File: config.mk
export PLATFORM = sky130hd
export DESIGN_NAME = mod_mul_stage
export DESIGN_NICKNAME = d
export VERILOG_FILES = /design/src/rtl/mod_mul_stage.sv
export SDC_FILE = /design/constraint.sdc
export NUM_CORES = 1
export LEC_CHECK = 0
export CORE_MARGIN = 2
export CORE_UTILIZATION = 54
export CTS_BUF_LIST = sky130_fd_sc_hd__clkbuf_4
export CTS_CLUSTER_SIZE = 16
export DETAILED_ROUTE_END_ITERATION = 16
export PLACE_DENSITY = 0.88
export SKIP_CTS_REPAIR_TIMING = 1
export SYNTH_ARGS = -nofsm -noshare
export SYNTH_HDL_FRONTEND = slang
export SYNTH_SLANG_ARGS = --single-unit
File: constraint.sdc
create_clock -name clk -period 5.95 [get_ports clk]
set_input_delay 0.595 -clock clk [delete_from_list [all_inputs] [get_ports clk]]
set_output_delay 0.595 -clock clk [all_outputs]
set_load 0.02 [all_outputs]
File: src/rtl/mod_mul_stage.sv
// ---------------------------------------------------------------------------
// mod_mul_stage
//
// Two-stage valid/ready pipeline that forms the full 32-bit unsigned product
// of two 16-bit operands and passes it, with the zero-extended modulus, to a
// downstream Barrett reduction stage.
//
//   Stage 1 registers the operand pair and its modulus.
//   Stage 2 registers the 32-bit product and the modulus. The outputs come
//   only from stage 2.
//
// Ports
//   clk          clock; all state updates on the rising edge
//   rst_n        asynchronous active-low reset
//   clear_i      synchronous flush of both stages, the counter and the flag
//   valid_i      upstream operand pair valid
//   ready_o      the block can accept an operand pair this cycle
//   in_1, in_2   operands a and b (16 bit)
//   q_i          modulus that goes with the pair (16 bit)
//   valid_o      product pair valid toward the reduction stage
//   ready_i      the reduction stage accepts this cycle
//   out_1        a*b, full 32-bit unsigned product
//   out_2        modulus, zero-extended to 32 bit
//   range_err_o  sticky: an accepted operand was >= its modulus
//   op_cnt_o     number of products delivered downstream (wraps)
// ---------------------------------------------------------------------------
module mod_mul_stage (
  input  logic        clk,
  input  logic        rst_n,
  input  logic        clear_i,
  input  logic        valid_i,
  output logic        ready_o,
  input  logic [15:0] in_1,
  input  logic [15:0] in_2,
  input  logic [15:0] q_i,
  output logic        valid_o,
  input  logic        ready_i,
  output logic [31:0] out_1,
  output logic [31:0] out_2,
  output logic        range_err_o,
  output logic [15:0] op_cnt_o
);

  typedef struct packed {
    logic [15:0] a;
    logic [15:0] b;
    logic [15:0] q;
  } s1_data_t;

  typedef struct packed {
    logic [31:0] prod;
    logic [15:0] q;
  } s2_data_t;

  // Pipeline state
  logic     s1_v;
  logic     s2_v;
  s1_data_t s1_d;
  s2_data_t s2_d;

  logic [15:0] op_cnt;
  logic        range_err;

  // Handshake terms
  logic s2_load;   // stage 2 is empty or is being drained this cycle
  logic s1_adv;    // stage 1 content moves into stage 2
  logic in_xfer;   // operand pair accepted on this edge
  logic out_xfer;  // product pair delivered on this edge
  logic in_bad;    // accepted operand is not below its modulus

  assign s2_load  = !s2_v || ready_i;
  assign s1_adv   = s1_v && s2_load;

  // Stage 1 can take a new pair when it is empty or its content moves on
  // this cycle; that reduces to the expression below, which also keeps
  // ready_o high while in reset because s1_v is held at zero.
  assign ready_o  = !s1_v || !s2_v || ready_i;

  assign in_xfer  = valid_i && ready_o;
  assign out_xfer = s2_v && ready_i;

  // A zero modulus makes every operand out of range.
  assign in_bad   = (in_1 >= q_i) || (in_2 >= q_i);

  // -------------------------------------------------------------------------
  // Control state: valid bits, delivery counter, sticky range flag.
  // clear_i wins over every transfer in the same cycle.
  // -------------------------------------------------------------------------
  // NOTE: sequential state uses non-blocking assignments so every register
  // samples the pre-edge values of its neighbours, which is what makes the
  // stage-to-stage shift in a single edge correct.
  always_ff @(posedge clk or negedge rst_n) begin
    if (!rst_n) begin
      s1_v      <= 1'b0;
      s2_v      <= 1'b0;
      op_cnt    <= 16'd0;
      range_err <= 1'b0;
    end else if (clear_i) begin
      s1_v      <= 1'b0;
      s2_v      <= 1'b0;
      op_cnt    <= 16'd0;
      range_err <= 1'b0;
    end else begin
      // Stage 2 takes whatever stage 1 holds (possibly a bubble) whenever
      // it is free to load.
      if (s2_load) begin
        s2_v <= s1_v;
      end
      // Stage 1 refills (or empties) whenever it can accept.
      if (ready_o) begin
        s1_v <= valid_i;
      end
      if (out_xfer) begin
        op_cnt <= op_cnt + 16'd1;
      end
      if (in_xfer && in_bad) begin
        range_err <= 1'b1;
      end
    end
  end

  // -------------------------------------------------------------------------
  // Data path. Qualified by the valid bits above, so the payload registers
  // carry no reset.
  // -------------------------------------------------------------------------
  // NOTE: payload registers are deliberately left out of reset; nothing
  // downstream looks at them while the matching valid bit is low, and
  // leaving them unreset keeps the reset net off the wide data flops.
  always_ff @(posedge clk) begin
    if (in_xfer) begin
      s1_d.a <= in_1;
      s1_d.b <= in_2;
      s1_d.q <= q_i;
    end
    if (s1_adv) begin
      // Widen both operands first so the multiply is evaluated at 32 bits.
      s2_d.prod <= {16'd0, s1_d.a} * {16'd0, s1_d.b};
      s2_d.q    <= s1_d.q;
    end
  end

  // Outputs come straight from stage-2 and control registers.
  assign valid_o     = s2_v;
  assign out_1       = s2_d.prod;
  assign out_2       = {16'd0, s2_d.q};
  assign op_cnt_o    = op_cnt;
  assign range_err_o = range_err;

endmodule

Word-level counts from Yosys, hierarchy flattened:

Index checks and enable logic that the tools add are counted.

* bits in registers: 115
* bits of input ports: 53
* output and inout port bits: 83
* logic and storage cells: 35

* $add $sub $neg: 1
* $mul: 1
* order comparisons: 2
* multiplexer cells: 8
* reduce and logical (&&, ||, !) cells: 14

Operator list (number)
* 16-bit greater-or-equal comparator: 2
* 16-bit by 16-bit multiplier with 32-bit output: 1
* 16-bit 2-to-1 mux: 2
* 16-bit by 1-bit adder with 16-bit output, second input constant: 1
* 2-bit nonzero test: 4
* 1-bit 2-to-1 mux: 6
* 1-bit logical AND: 4
* 1-bit logical OR: 4
* 1-bit logical NOT: 2

Longest topological paths before layout:

* depth in word-level cells: 7
* gate-level depth with buffers: 23
* mapped depth without buffers: 21

Least setup slack after synthesis:

OpenSTA, ideal clock, no wires.

* path kind: flip-flop to flip-flop
* start point: register s1_d[19] (netlist bit)
* end point: register s2_d (netlist bit out_1[31]) (data pin)
* library setup time: 264 ps
* data arrival time: 5659 ps
* data required time: 5686 ps
* setup slack: 27 ps
* stages on the path, launching flop included: 21
* buffers on the path: 2
* clock period less this slack: 5923 ps
* cell sequence: edfxtp_1 > clkbuf_1 > nand2_1 > fa_1 > fa_1 > fa_1 > inv_1 > fa_1 > fa_1 > inv_1 > fa_1 > inv_1 > ha_1 > buf_2 > a21oi_1 > a32o_1 > a31o_4 > o41a_4 > o21ai_4 > mux2i_1 > nor2_1

* cells in the longest elaborated chain, start to end: 1

Ends and longest elaborated chain
* from (decl): RTL line 58 `s1_data_t s1_d;`
* 16-bit by 16-bit multiplier with 32-bit output: RTL line 137 `s2_d.prod <= {16'd0, s1_d.a} * {16'd0, s1_d.b};`
* to (decl): RTL line 59 `s2_data_t s2_d;`

Every way passes these cells.
A chain may end at the register's enable or synchronous reset.

Worst setup path in the final report:

* start point: register s1_d[40] (netlist bit)
* end point: register s2_d (netlist bit out_1[30]) (data pin)

The elaborated chain is that of the path after synthesis.

==> out/metrics.yaml <==
run_status:
  status: "finished with violations"
  violations: "negative setup slack"
placement:
  port_buffers: 119
  dpl.hpwl_mm: 24.5
  dpl_worst_slack_ps: -231
  place_inst: 1772
  gp_congestion: 0.918
finish:
  synthToLayoutAreaGrowth_pct: 20.0
  drive_above_1_share_pct: 11.9
  utilization_pct: 65.6
  nets: 1866
  fin_cells: 1820
  fillCellCount: 1697
synth:
  synthTopCellsByCount: "inv_1 (246), fa_1 (194), nand2_1 (183)"
  ys_warn_count: 0
  postSynthAreaPerCell_um2: 10.2
  ys_seq_area_share_pct: 25.4
  synth.area.top_cells: "fa_1 (29%), edfxtp_1 (22%), ha_1 (13%)"
  syn_area_mm2: 0.0132
  synth_top_area_share_pct: 29.4
  async_flop_share_pct: 16.5
  ys.flop_type: "edfxtp_1"
  yosys_register_bits: 115
  ys_types: 57
  synth_largest_area_cell: "fa_1"
  yosysMostFrequentCell: "inv_1"
  synth_edf_count: 96
  synth_cells: 1297
global_routing:
  grt_pass1_vias: 10500
  grt_pass1_wl_mm: 49.4
  grt_max_degree: 50
  grt-ovfl-total: 0
  antenna_found_initial: 1
  grtUsageTotal_pct: 24.3
critical_path:
  cp-start-kind: "register"
  rr_endpoint: "out_1[30]$_DFFE_PP_"
  cp.required_ps: 6300
  cp_max_fo: 4
  end_kind: "register"
  r2r-start: "s1_d[40]$_DFFE_PP_"
  critPathKind: "register to register"
  arrival_ps: 6340
  r2r_setup_slack_ps: -40
  cp-startpoint: "s1_d[40]$_DFFE_PP_"
  ff2ff_path_depth: 20
timing:
  finalCriticalPeriod_ps: 5990
  finalSetupTns_ps: -158
  period_share_pct: 101
  clock-skew-final_ps: 32.2
  slew_violations: 0
  hold_violations: 0
  fmax_mhz: 167
  layout_setup_ws_ps: -39.6
  grt_setup_unrepaired: "yes"
  finalSetupViolCount: 5
  max_slew_margin_pct: 22.8
  tightest_slew_ps: 1160
flow_run:
  cap_violations: 0
routing:
  drc: 0
  post_drt_wl_per_cell_um: 17.4
  vias: 10000
  routed_wirelength_mm: 31.7
  first_pass_iters: 6
  drtIter0Drc: 594
  antenna_left: 0
  drt-vias-per-instance: 5.50
floorplanning:
  die-area_mm2: 0.0258
  boundaryPins: 136
  die_w_um: 160
  die-height_um: 160
  start_util_pct: 54.7
  num_rows: 57
  core-area_mm2: 0.0242
clocking:
  clk_pin_slew_ps: 140
  cts.sink_count: 115
  cts.path.max_buffers: 2
  cts_tree: "built"
  cts-buffers-inserted: 17
  root_buffer: "clkbuf_4"
  h-tree-depth: 4
  clk_latency_ps: 600
worst_hold_path:
  hold_end: "out_2[8]$_DFFE_PP_"
  hold_start: "s1_d[8]$_DFFE_PP_"
  hold_depth: 0
  hold_class: "register to register"
registers in the layout, indices dropped and copies added, names as in the netlist:
signal	flops
s1_d	48
out_1	32
op_cnt_o	16
out_2	16
range_err_o	1
s1_v	1
valid_o	1
routing by layer:
metal,global-route usage (%),wire length [um]
met2,43.1,16600
met1,27.8,11200
met3,5.84,2380
met4,11.1,1480
met5,0,0
per-stage QoR:
stage	cell area, um2	hold slack (ps)
finish	15900	427
global route	15900	435
CTS	15500	428
detailed placement	15200	405
global placement	15200	401
floorplan	13300	299
cell families (layout without fill, tap and decap cells):
group	after synthesis	in the layout	share of synthesized area, %
AO/OA/AOI/OAI	115	115	6.04
XOR/XNOR	36	36	2.38
adder cells (fa/ha/maj)	331	331	42.3
buffers and inverters	304	487	9.09
flip-flops	115	115	25.4
multiplexers	5	5	0.378
other	1	17	0.0284
AND/OR/NAND/NOR	390	390	14.4
cell type report:
| cell class | count | area (um2) | share of cell area (%) |
|---|---|---|---|
| diodes | 1 | 2.50 | 0.0158 |
| clock buffers | 17 | 128 | 0.804 |
| clock inverters | 15 | 161 | 1.02 |
| inverters | 246 | 923 | 5.82 |
| multi-input cells | 893 | 8970 | 56.6 |
| flip-flops and latches | 115 | 3360 | 21.2 |
| well taps | 324 | 405 | 2.56 |
| repair buffers | 209 | 1910 | 12.1 |
worst max-delay path by stage:
| stage | to | slack, ps | cells past startpoint |
|---|---|---|---|
| CTS | out_1[30]$_DFFE_PP_ | -250 | 19 |
| global route | out_1[31]$_DFFE_PP_ | -190 | 19 |
| global placement | out_1[30]$_DFFE_PP_ | -30 | 19 |
| floorplan | out_1[31]$_DFFE_PP_ | 30 | 20 |
| detailed placement | out_1[30]$_DFFE_PP_ | -230 | 19 |
| finish | out_1[30]$_DFFE_PP_ | -40 | 20 |
critical path, cell delays in order (launching register included):
cell and delay, ps:
edfxtp_1 530, buf_6 180, buf_4 130, and2_1 140, fa_1 500, inv_1 50, fa_1 450, fa_1 410
fa_1 580, inv_1 80, fa_1 540, inv_1 60, fa_1 440, inv_1 120, ha_4 220, a21oi_4 170
o21ai_2 90, or4_4 530, a21oi_4 180, nor2_2 70, o311a_1 290
layout by cell type, fill, tap and decap left out, types with 7 or more instances in the layout:
cell             netlist  routed
ha_1                 137     130
buf_4                 16      82
inv_1                246     240
and3_1                 8       8
edfxtp_1              96      96
and2_4                 0       7
nor2_1                34      32
xnor2_1               18      18
dfrtp_1               19      19
nand2_1              183     180
clkdlybuf4s50_1        0     119
a21oi_1               40      31
a21o_1                21      21
nand4_1               10      10
ha_4                   0       7
and2_1               115     107
conb_1                 1      16
nor2b_1               10       9
fa_1                 194     194
xor2_1                18      18
clkbuf_4               0      17
o21ai_0               20      16
Power is not shown: default switching activity piles up to over one toggle a cycle in this logic, so the estimate is an artifact.
